===== config.mk =====
export PLATFORM = sky130hd
export DESIGN_NAME = inmux_ctrl_2_5_flat
export DESIGN_NICKNAME = d
export VERILOG_FILES = /design/src/rtl/inmux_ctrl_2_5_if.sv /design/src/rtl/inmux_ctrl_2_5.sv /design/src/flat_wrapper.sv
export SDC_FILE = /design/constraint.sdc
export NUM_CORES = 1
export LEC_CHECK = 0
export CAP_MARGIN = 10
export CELL_PAD_IN_SITES_DETAIL_PLACEMENT = 1
export CELL_PAD_IN_SITES_GLOBAL_PLACEMENT = 1
export CORE_MARGIN = 2
export CORE_UTILIZATION = 45
export DETAILED_ROUTE_END_ITERATION = 10
export GPL_ROUTABILITY_DRIVEN = 0
export PLACE_DENSITY = 0.92
export SLEW_MARGIN = 10
export SYNTH_ARGS = -nofsm -noshare
export SYNTH_HDL_FRONTEND = slang
export SYNTH_SLANG_ARGS = --single-unit
export TNS_END_PERCENT = 50

===== constraint.sdc =====
create_clock -name clk -period 10 [get_ports clk]
set_clock_uncertainty 0.2 [all_clocks]
set_input_delay 1 -clock clk [delete_from_list [all_inputs] [get_ports clk]]
set_output_delay 1 -clock clk [all_outputs]
set_load 0.01 [all_outputs]

===== src/rtl/inmux_ctrl_2_5_if.sv =====
// Handshake bundle between the 2_5 return-path arbiter and its kernels/consumer.
// master = arbiter side, slave = kernels + downstream consumer side.
interface inmux_ctrl_2_5_if;
  logic       t_k8_req,  t_k8_ack;
  logic       t_k9_req,  t_k9_ack;
  logic       t_k13_req, t_k13_ack;
  logic       t_k14_req, t_k14_ack;
  logic       t_k15_req, t_k15_ack;
  logic       i_inmux_req, i_inmux_ack;
  logic [3:0] sel;
  logic       sel_valid;
  logic       err_wdog;

  modport master (
    input  t_k8_req, t_k9_req, t_k13_req, t_k14_req, t_k15_req, i_inmux_ack,
    output t_k8_ack, t_k9_ack, t_k13_ack, t_k14_ack, t_k15_ack, i_inmux_req,
    output sel, sel_valid, err_wdog
  );

  modport slave (
    output t_k8_req, t_k9_req, t_k13_req, t_k14_req, t_k15_req, i_inmux_ack,
    input  t_k8_ack, t_k9_ack, t_k13_ack, t_k14_ack, t_k15_ack, i_inmux_req,
    input  sel, sel_valid, err_wdog
  );
endinterface


===== src/rtl/inmux_ctrl_2_5.sv =====
// Round-robin gather arbiter for kernels 8/9/13/14/15 onto one consumer, with burst lock.
// Optional stall watchdog enabled by defining INMUX_WDOG_EN.

// Per-kernel handshake gating: only the granted lane sees the consumer ack.
module inmux_ctrl_2_5_lane (
  input  logic req,
  input  logic hit,
  input  logic c_ack,
  output logic fwd,
  output logic ack
);
  assign fwd = hit & req;
  assign ack = fwd & c_ack;
endmodule

module inmux_ctrl_2_5 #(
  parameter int BURST       = 4,
  parameter int WDOG_CYCLES = 64
) (
  input logic               clk,
  input logic               reset,
  inmux_ctrl_2_5_if.master  bus
);
  localparam int NUM_LANES = 5;
  localparam logic [NUM_LANES-1:0][3:0] KID = {4'd15, 4'd14, 4'd13, 4'd9, 4'd8};
  localparam logic [3:0] BURST_LAST = 4'(BURST - 1);

  typedef enum logic {IDLE, GRANT} state_t;

  state_t               state;
  logic [2:0]           sel_idx, rr_last, pick_idx;
  logic [3:0]           burst_cnt, sel_q;
  logic                 sel_valid_q, pick_vld;
  logic                 active, win_req, xfer, burst_done, wdog_trip;
  logic [NUM_LANES-1:0] req_v, hit_v, fwd_v, ack_v;

  function automatic logic [2:0] nxt(input logic [2:0] base, input int off);
    return 3'((int'(base) + off) % NUM_LANES);
  endfunction

  assign req_v = {bus.t_k15_req, bus.t_k14_req, bus.t_k13_req, bus.t_k9_req, bus.t_k8_req};

  // Gated by reset so an aborted grant never acks in the reset cycle.
  assign active     = (state == GRANT) && !reset;
  assign win_req    = req_v[sel_idx];
  assign xfer       = (state == GRANT) && win_req && bus.i_inmux_ack;
  assign burst_done = xfer && (burst_cnt == BURST_LAST);

  for (genvar i = 0; i < NUM_LANES; i++) begin : g_lane
    assign hit_v[i] = active && (sel_idx == 3'(i));
    inmux_ctrl_2_5_lane u_lane (
      .req   (req_v[i]),
      .hit   (hit_v[i]),
      .c_ack (bus.i_inmux_ack),
      .fwd   (fwd_v[i]),
      .ack   (ack_v[i])
    );
  end

  assign bus.t_k8_ack    = ack_v[0];
  assign bus.t_k9_ack    = ack_v[1];
  assign bus.t_k13_ack   = ack_v[2];
  assign bus.t_k14_ack   = ack_v[3];
  assign bus.t_k15_ack   = ack_v[4];
  assign bus.i_inmux_req = |fwd_v;
  assign bus.sel         = sel_q;
  assign bus.sel_valid   = sel_valid_q;

  // Walk farthest-to-nearest after rr_last so the nearest requester is the final pick.
  always_comb begin
    pick_vld = 1'b0;
    pick_idx = '0;
    for (int i = NUM_LANES; i >= 1; i--) begin
      if (req_v[nxt(rr_last, i)]) begin
        pick_vld = 1'b1;
        pick_idx = nxt(rr_last, i);
      end
    end
  end

`ifdef INMUX_WDOG_EN
  logic [7:0] wdog_cnt;
  logic       err_q, stall;

  assign stall     = (state == GRANT) && win_req && !bus.i_inmux_ack;
  assign wdog_trip = stall && (wdog_cnt == 8'(WDOG_CYCLES - 1));
  assign bus.err_wdog = err_q;

  always_ff @(posedge clk) begin
    if (reset) begin
      wdog_cnt <= '0;
      err_q    <= 1'b0;
    end else begin
      if (state != GRANT || xfer) wdog_cnt <= '0;
      else if (stall)             wdog_cnt <= wdog_cnt + 8'd1;
      if (wdog_trip) err_q <= 1'b1;
    end
  end
`else
  assign wdog_trip    = 1'b0;
  assign bus.err_wdog = 1'b0;
`endif

  always_ff @(posedge clk) begin
    if (reset) begin
      state       <= IDLE;
      sel_q       <= '0;
      sel_idx     <= '0;
      sel_valid_q <= 1'b0;
      rr_last     <= 3'(NUM_LANES - 1);
      burst_cnt   <= '0;
    end else begin
      case (state)
        IDLE: begin
          if (pick_vld) begin
            sel_idx     <= pick_idx;
            sel_q       <= KID[pick_idx];
            sel_valid_q <= 1'b1;
            burst_cnt   <= '0;
            state       <= GRANT;
          end
        end
        GRANT: begin
          if (xfer) burst_cnt <= burst_cnt + 4'd1;
          // sel is held on exit so the external mux never glitches between grants.
          if (burst_done || !win_req || wdog_trip) begin
            sel_valid_q <= 1'b0;
            rr_last     <= sel_idx;
            state       <= IDLE;
          end
        end
        default: state <= IDLE;
      endcase
    end
  end
endmodule


===== src/flat_wrapper.sv =====
// flat-port wrapper written by rule: the top's interface ports become plain ports
module inmux_ctrl_2_5_flat 
#(
  parameter int BURST       = 4,
  parameter int WDOG_CYCLES = 64
)
  (clk, reset, bus_t_k8_req, bus_t_k9_req, bus_t_k13_req, bus_t_k14_req, bus_t_k15_req, bus_i_inmux_ack, bus_t_k8_ack, bus_t_k9_ack, bus_t_k13_ack, bus_t_k14_ack, bus_t_k15_ack, bus_i_inmux_req, bus_sel, bus_sel_valid, bus_err_wdog);
  inmux_ctrl_2_5_if bus_i ();
  input logic clk;
  input logic reset;
  input wire logic [$bits(bus_i.t_k8_req)-1:0] bus_t_k8_req;
  input wire logic [$bits(bus_i.t_k9_req)-1:0] bus_t_k9_req;
  input wire logic [$bits(bus_i.t_k13_req)-1:0] bus_t_k13_req;
  input wire logic [$bits(bus_i.t_k14_req)-1:0] bus_t_k14_req;
  input wire logic [$bits(bus_i.t_k15_req)-1:0] bus_t_k15_req;
  input wire logic [$bits(bus_i.i_inmux_ack)-1:0] bus_i_inmux_ack;
  output wire logic [$bits(bus_i.t_k8_ack)-1:0] bus_t_k8_ack;
  output wire logic [$bits(bus_i.t_k9_ack)-1:0] bus_t_k9_ack;
  output wire logic [$bits(bus_i.t_k13_ack)-1:0] bus_t_k13_ack;
  output wire logic [$bits(bus_i.t_k14_ack)-1:0] bus_t_k14_ack;
  output wire logic [$bits(bus_i.t_k15_ack)-1:0] bus_t_k15_ack;
  output wire logic [$bits(bus_i.i_inmux_req)-1:0] bus_i_inmux_req;
  output wire logic [$bits(bus_i.sel)-1:0] bus_sel;
  output wire logic [$bits(bus_i.sel_valid)-1:0] bus_sel_valid;
  output wire logic [$bits(bus_i.err_wdog)-1:0] bus_err_wdog;
  assign bus_i.t_k8_req = bus_t_k8_req;
  assign bus_i.t_k9_req = bus_t_k9_req;
  assign bus_i.t_k13_req = bus_t_k13_req;
  assign bus_i.t_k14_req = bus_t_k14_req;
  assign bus_i.t_k15_req = bus_t_k15_req;
  assign bus_i.i_inmux_ack = bus_i_inmux_ack;
  assign bus_t_k8_ack = bus_i.t_k8_ack;
  assign bus_t_k9_ack = bus_i.t_k9_ack;
  assign bus_t_k13_ack = bus_i.t_k13_ack;
  assign bus_t_k14_ack = bus_i.t_k14_ack;
  assign bus_t_k15_ack = bus_i.t_k15_ack;
  assign bus_i_inmux_req = bus_i.i_inmux_req;
  assign bus_sel = bus_i.sel;
  assign bus_sel_valid = bus_i.sel_valid;
  assign bus_err_wdog = bus_i.err_wdog;
  inmux_ctrl_2_5 #(.BURST(BURST), .WDOG_CYCLES(WDOG_CYCLES)) u_core (.clk(clk), .reset(reset), .bus(bus_i));
endmodule

==> results.cfg, run 1 <==
[clocking]
htree_num_levels = 1
cts_buffers = 3
clock_sinks = 16
cts_hold_buf = 0
cts_resized = 0
clockBufferDepth = 2
clk_latency_ps = 260
tritoncts = built
cts_root_buf = clkbuf_8
path_clk_slew_ps = 70
cts_setup_buffers = 0

[power_and_ir_drop]
p_per_area_mw_per_mm2 = 261
total_leakage_power_uw = 0.00121
ir_drop_mv = 0.164

[global_routing]
grt_use_total_pct = 26.1
antenna_found_initial = 0
grt.overflow.total = 0
first_global_vias = 2910
grt_max_degree = 41
grt_pass1_wl_mm = 13.9

[floorplanning]
die-area_mm2 = 0.00679
fp.dieW_um = 82.4
start_util_pct = 46.7
io_pins = 20
die_y_um = 82.4
rows = 28
core_mm2 = 0.00592

[worst_setup_path]
crit_buf_inv = 3
required_ps = 9950
critPathKind = flip-flop to flip-flop
slowest_delay_ps = 670
critical_path.endpoint_type = flip-flop
crit_family = compound AO/OA/AOI/OAI gates
path_max_fanout = 40
slowest_stage = a311oi_1
crit_top_cell = ha_1
cp-start-kind = flip-flop
critical_path_arrival_ps = 5980
path_cells = buf_4 > inv_1 > ha_1 > ha_1 > o31ai_1 > o31ai_2 > xnor2_1 > ha_1 > nand2b_1 > nor3b_1 > a311oi_1 > mux2i_1 > nand4_1 > o22ai_1 > a211o_1 > a21oi_1 > inv_1 > ha_1 > o221a_2

[place]
port_buffers = 18
dpl.hpwl_mm = 6.33

[timing]
finalMaxSlewViolations = 0
setup_viol = 0
rsz0062_at_grt = no
hold_violations = 0
worst_pin_slew_ps = 769
hold_slack_ps = 273
slew_headroom_pct = 48.4
period_needed_ps = 6030
fmax_mhz = 166
fin_setup_tns_ps = 0
post-route-period-util_pct = 60.3

[synth]
synth_area_leaders = ha_1, dfxtp_1, a21oi_1, nand2_1, mux2i_1
yosys_warnings = 0
synth.distinct_cells = 69
synth_seq_cells = 16
syn-num-nets = 399
synth-edff-count = 0
synth_area_mm2 = 0.00277
yosys-top-cells-count = nand2_1, a21oi_1, ha_1
synthFlopType = dfxtp_1
synth.avg_cell_area_um2 = 7.62
synth-async-reset-ratio_pct = 0
synthCells = 363
yosysMostFrequentCell = nand2_1
synth_seq_area_share_pct = 11.6
synth_top_area_share_pct = 12.7
yosysTopAreaCell = ha_1

[route]
vias_per_cell = 6.45
wl_per_cell_um = 19.2
drc = 0
drt_iter0_markers = 154
num_vias = 2836
routed_wl_mm = 8.44
firstDrtPassIters = 4
final_antenna_net_count = 0

[worst_hold_path]
hold_path_class = flip-flop to flip-flop

[finish]
final_layout_size_suffix_gt1_share_pct = 7.67
antenna_cells = 0
nNetsFinal = 402
area_delta_synth_final_pct = 8.69
fillers = 753
multiInputGateArea_mm2 = 0.00225
regArea_um2 = 320

[run]
maxCapViolCount = 0

[run_status]
status = finished, final reports clean
[final timing paths]
kind	start	to	slack [ps]	depth (start not counted)
worst min register to register	u_core.bus.sel[3]	u_core.bus.sel[3]	270	2
worst max register to register	u_core.rr_last[0]	u_core.bus.sel[0]	3970	19
worst min-delay path	u_core.bus.sel[3]	u_core.bus.sel[3]	270	2
worst max-delay path	u_core.rr_last[0]	u_core.bus.sel[0]	3970	19
[kinds of logic after synthesis]
family / Yosys count / share of synthesized area [%]
AOI/OAI and AO/OA: 118 / 31.4
xor gates and xnor gates: 13 / 4.66
adders and majority gates: 28 / 12.7
buffers and inverters: 46 / 7.01
DFF: 16 / 11.6
muxes: 20 / 9.41
other: 1 / 0.136
and+or+nand+nor: 121 / 23.1
[routing by layer]
| metal | vias up | track usage, % | routed length [µm] |
|---|---|---|---|
| li1 | 1364 | - | - |
| met1 | 1379 | 31.7 | 3640 |
| met2 | 74 | 47.3 | 4150 |
| met3 | 19 | 3.48 | 459 |
| met4 | 0 | 8.17 | 184 |
| met5 | - | 0 | 0 |
[state kept, by name, indices dropped and copies added (netlist names)]
name and flops:
u_core.burst_cnt 4, u_core.sel_idx 3, u_core.bus.sel_valid 1, u_core.state 1, u_core.bus.sel 4, u_core.rr_last 3
[worst register-to-register path, cell delays in order (launching register included)]
cell and delay [ps]:
dfxtp_1 310, buf_4 390, inv_1 450, ha_1 610, ha_1 350, o31ai_1 270, o31ai_2 170, xnor2_1 430
ha_1 280, nand2b_1 100, nor3b_1 160, a311oi_1 670, mux2i_1 180, nand4_1 130, o22ai_1 90, a211o_1 290
a21oi_1 240, inv_1 100, ha_1 290, o221a_2 230
[cell usage in the layout (no fill, tap or decap), types with 5 or more instances in the layout]
cell type and instances:
nand4_1 7, nor3b_1 8, ha_1 28, nor2_1 22
xnor2_1 8, a211oi_1 5, nor3_1 5, o22ai_1 5
dfxtp_1 16, o21a_1 5, nand3_1 7, a31oi_1 5
inv_1 21, nor2b_1 7, nand2_1 35, a211o_1 6
a21oi_1 28, mux2i_1 11, nand2b_1 7, a21o_1 6
clkdlybuf4s50_1 18, o21ai_0 13, o211ai_1 9
[through the flow]
stage	utilization [%]	instance area [µm²]	total power, µW	setup slack [ps]	cells
floorplan	-	2770	577	4560	363
global placement	49.8	2950	680	4400	436
detailed placement	49.8	2950	715	4040	436
CTS	50.8	3010	781	3980	440
global route	50.8	3010	849	3540	440
finish	50.8	3010	785	3970	440
[final cells by class]
type | count | share of cell area [%]
multi-input cells | 301 | 74.9
flip-flops and latches | 16 | 10.7
repair buffers | 20 | 6.49
well taps | 75 | 3.12
inverters | 24 | 3.00
clock buffers | 4 | 1.83
[where the power goes]
part / internal (µW) / total (µW) / switching, µW
combinational: 253 / 628 / 376
clock: 35.0 / 59.0 / 24.0
sequential: 79.7 / 97.1 / 17.4
Note: power is estimated with default switching activity, not from simulation.
==> run 2, diff against run 1 <==
- CORE_UTILIZATION: 45 -> 41
- PLACE_DENSITY: 0.92 -> 0.89
- clock period: 10 -> 5.09 ns (I/O delays scaled with it)
==> run 2 against run 1 <==
Combinational power up 100%. Register-to-register slack worse by 3700 ps. Non-clock buffer count is 12 higher. Utilization fell by 2.0 points. Sequential share of layout area down 0.38 points. First-iteration DRC count increased by 51%. Clock-buffer cell count unchanged. Sequential cell count unchanged. Highest routed layer unchanged. Power is 100% higher.
==> results.cfg, run 2 (synthesis results as in run 1) <==
[run_status]
status = finished, final reports clean

[clocking]
clock_sinks = 16
cts_buffers = 3
cts_root_buf = clkbuf_8
path_clk_slew_ps = 60
clk_latency_ps = 260
cts_hold_buf = 0
htree_num_levels = 1
tritoncts = built
clockBufferDepth = 2

[timing]
slew_headroom_pct = 61.1
rsz0062_at_grt = yes
hold_violations = 0
finalMaxSlewViolations = 0
worst_pin_slew_ps = 582
fin_setup_tns_ps = 0
setup_viol = 0
period_needed_ps = 4790
fmax_mhz = 209
post-route-period-util_pct = 94.0
hold_slack_ps = 273
fin_ws_ps = 305

[finish]
area_delta_synth_final_pct = 13.2
final_cell_mix = nand2_1, a21oi_1, ha_1
layout_commonest_cell = nand2_1
instances_no_fill = 454
antenna_cells = 0
nNetsFinal = 414
final_layout_size_suffix_gt1_share_pct = 13.0

[worst_setup_path]
path_max_fanout = 10
r2r-start = u_core.rr_last[1]
critPathKind = flip-flop to flip-flop
cp-start-kind = flip-flop
required_ps = 5050
critical_path.endpoint_type = flip-flop
reg2regPathDepth = 20
r2r_slack_ps = 300
critical_path_arrival_ps = 4740
r2r-end = u_core.bus.sel[0]

[route]
drc = 0
num_vias = 2852
vias_per_cell = 6.28
wl_per_cell_um = 19.0
final_antenna_net_count = 0
drt_iter0_markers = 232
routed_wl_mm = 8.62
firstDrtPassIters = 4

[global_routing]
antenna_found_initial = 0
grt_use_total_pct = 23.6
grt.overflow.total = 0
grt_pass1_wl_mm = 14.2
first_global_vias = 2880
grt_max_degree = 24

[floorplanning]
rows = 29
start_util_pct = 43.1
core_mm2 = 0.00642
die_y_um = 86.1
fp.dieW_um = 86.1
die-area_mm2 = 0.00742
io_pins = 20

[worst_hold_path]
min_to = u_core.bus.sel[3]
hold_start = u_core.bus.sel[3]
hold_path_depth = 2
hold_path_class = flip-flop to flip-flop

[power_and_ir_drop]
p_per_area_mw_per_mm2 = 508
total_leakage_power_uw = 0.00127
ir_drop_mv = 0.315

[place]
dpl.hpwl_mm = 6.49
place_worst_setup_slack_ps = 80.0
post-place-cells = 449
port_buffers = 18

[run]
maxCapViolCount = 0
==> run 2: cell count changes in the layout (fill, tap and decap cells not counted), sizes merged <==
cell  delta
buf     +12
==> run 2: through the flow <==
step                      total power (µW)  instance area [µm²]  util [%]
after CTS                             1550                 3090      48.1
after global routing                  1720                 3130      48.7
after floorplan                       1140                 2770         -
after global placement                1360                 3040      47.3
after detailed placement              1420                 3040      47.3
final                                 1590                 3130      48.7
==> run 2: where the power goes <==
part	internal [µW]	leakage (µW)	switching [µW]
clock	69.0	0.0000288	49.6
combinational	530	0.00111	744
sequential	157	0.000131	39.1
==> run 2: cell type report <==
cell class | instances | area [µm²]
Fill cell | 794 | 3290
Sequential cell | 16 | 322
Inverter | 24 | 90.1
Multi-Input combinational cell | 301 | 2280
Timing Repair Buffer | 32 | 285
Clock buffer | 4 | 55.1
Tap cell | 77 | 96.3
==> run 2: metal layers <==
layer  vias to the layer above  share of wire [%]  wire (µm)  global-route usage [%]
li1                       1387                  -          -                       -
met2                        57                 49       4200                    41.1
met3                        10                3.2        272                    1.92
met1                      1398                 47       4050                    30.8
met5                         -                  0          0                       0
met4                         0                1.2        106                    7.79
==> run 2: worst max path at each step <==
stage                                 start                 to  slack (ps)  cells after the start
final                     u_core.rr_last[1]  u_core.bus.sel[0]         300                     20
after global routing      u_core.rr_last[1]  u_core.bus.sel[0]          -7                     20
after CTS                 u_core.rr_last[1]  u_core.bus.sel[0]          10                     20
after detailed placement  u_core.rr_last[1]  u_core.bus.sel[0]          80                     20
after global placement    u_core.rr_last[1]  u_core.bus.sel[0]         320                     18
after floorplan           u_core.rr_last[0]  u_core.bus.sel[0]          20                     24
==> run 2: what timing repair did <==
item                                   CTS  global route
setup buffers                            0             1
setup endpoints to repair                0             8
endpoints found under the hold margin    0             0
resized for setup                        0            10
==> run 2: critical path, stage by stage (launching register included) <==
cell	delay, ps
dfxtp_1	400
clkinv_1	120
ha_1	240
xnor2_2	260
inv_2	120
ha_1	260
nor3b_1	220
a22oi_1	170
nand2_2	170
ha_1	210
nor2b_1	180
a21oi_1	60
a22o_2	300
or3b_1	370
a32o_1	300
a21boi_4	240
inv_1	60
o21ai_1	190
nand2_1	80
ha_1	290
o221a_2	230
==> run 3, diff against run 2 <==
- REMOVE_ABC_BUFFERS: not set -> 1
==> run 3 against run 2 <==
Power is 3.5% higher. Clock-buffer cell count unchanged. Critical path depth fell by 1. Largest cell class unchanged. Final area grew 0.36%. Non-clock buffer count shrank 2. Critical endpoint unchanged. Worst setup slack worse by 190 ps. Wire length rose by 3.4%. Hold slack improved by 5.2 ps. Register-to-register slack worse by 190 ps. Combinational power is 5% higher. Critical path type unchanged.
==> results.cfg, run 3 (synthesis results as in run 1) <==
[run_status]
status = finished, final reports clean

[worst_setup_path]
path_cells = buf_4 > ha_1 > xor2_2 > ha_2 > nor3b_1 > o31ai_2 > xnor2_2 > ha_1 > nand2b_1 > nor3b_2 > a311o_1 > and2_1 > a21oi_1 > o22ai_1 > a211o_1 > a21oi_2 > inv_1 > ha_1 > o221a_2
reg2regPathDepth = 19
required_ps = 5040
r2r-start = u_core.rr_last[1]
crit_top_cell = ha_1
cp.depth = 19
critical_path.endpoint_type = flip-flop
r2r_slack_ps = 110
critical_path_arrival_ps = 4930
crit_start = u_core.rr_last[1]
slowest_delay_ps = 420
critPathKind = flip-flop to flip-flop
slowest_stage = o31ai_2
path_max_fanout = 11
cp-start-kind = flip-flop
r2r-end = u_core.bus.sel[0]
crit_end = u_core.bus.sel[0]
crit_family = compound AO/OA/AOI/OAI gates
crit_buf_inv = 2

[timing]
worst_pin_slew_ps = 575
slew_headroom_pct = 61.4
period_needed_ps = 4980
finalMaxSlewViolations = 0
hold_violations = 0
rsz0062_at_grt = yes
setup_viol = 0
post-route-period-util_pct = 97.8
fmax_mhz = 201

[clocking]
htree_num_levels = 1
cts_hold_buf = 0
cts_root_buf = clkbuf_8
cts_buffers = 3
clock_sinks = 16
tritoncts = built
path_clk_slew_ps = 80
clockBufferDepth = 2
clk_latency_ps = 270

[power_and_ir_drop]
power_uw = 1640
ir_drop_mv = 0.287
total_leakage_power_uw = 0.00126
p_per_area_mw_per_mm2 = 524

[global_routing]
use_met2_pct = 41.6
busiest_layer = met2
met1_usage_pct = 30.3
antenna_found_initial = 0
met3_usage_pct = 1.73
grt.overflow.total = 0
first_global_vias = 2982
grt_use_total_pct = 23.7
grt_max_degree = 26
grt_pass1_wl_mm = 14.6

[finish]
fillers = 782
antenna_cells = 0
area_delta_synth_final_pct = 13.6
nNetsFinal = 412
final_layout_size_suffix_gt1_share_pct = 12.8
final_cell_area_mm2 = 0.00314
final_cell_mix = nand2_1, a21oi_1, ha_1
layout_commonest_cell = nand2_1
final_core_util_pct = 48.9

[floorplanning]
core_mm2 = 0.00642
die-area_mm2 = 0.00742
start_util_pct = 43.1
rows = 29
die_y_um = 86.1
io_pins = 20
fp.dieW_um = 86.1

[route]
drc = 0
routed_wl_mm = 8.91
firstDrtPassIters = 5
drt_iter0_markers = 152
num_vias = 2952
final_antenna_net_count = 0
wl_per_cell_um = 19.7
vias_per_cell = 6.53

[place]
place_area_mm2 = 0.00302
port_buffers = 18
dpl.hpwl_mm = 6.32

[worst_hold_path]
hold_start = u_core.bus.sel_valid
hold_path_class = flip-flop to flip-flop

[run]
maxCapViolCount = 0
-- run 3: repair_timing --
| item | CTS | global route |
|---|---|---|
| pin swaps | 0 | 3 |
| endpoints found under the setup margin | 3 | 8 |
| buffers inserted | 0 | 1 |
| gates resized for setup | 2 | 12 |
-- run 3: worst min-delay path by stage --
stage | end | cells after the start | slack (ps)
2_1_floorplan | u_core.bus.sel[3] | 2 | 300
4_1_cts | u_core.bus.sel_valid | 1 | 280
5_1_grt | u_core.bus.sel_valid | 1 | 300
3_5_place_dp | u_core.bus.sel_valid | 1 | 260
6_report | u_core.bus.sel_valid | 1 | 280
3_3_place_gp | u_core.bus.sel[3] | 2 | 250
-- run 3: power breakdown --
part           internal (µW)  switching, µW
Sequential               156           35.1
Combinational            539            790
Clock                   69.0           53.9
-- run 3: area by class of cell --
type                    count  area, µm²  area share, %
flip-flops and latches     16        320           10.2
multi-input cells         301       2310           73.5
repair buffers             30        270           8.61
clock buffers               4       55.1           1.75
inverters                  24       90.1           2.87
well taps                  77       96.3           3.07
-- run 3: per-layer routing --
| metal | share of wire [%] | up-vias |
|---|---|---|
| met3 | 4.8 | 29 |
| met5 | 0 | - |
| met2 | 49 | 112 |
| met1 | 43 | 1426 |
| met4 | 3.2 | 0 |
| li1 | - | 1385 |
-- run 3: through the flow --
stage / std cells / hold WS, ps / setup slack, ps / TNS [ps]
6_report: 452 / 279 / 110 / 0
4_1_cts: 451 / 281 / 3.44 / 0
3_3_place_gp: 447 / 252 / 319 / 0
2_1_floorplan: 341 / 303 / -581 / -3460
3_5_place_dp: 447 / 261 / 1.17 / 0
5_1_grt: 452 / 304 / -69.2 / -69.2
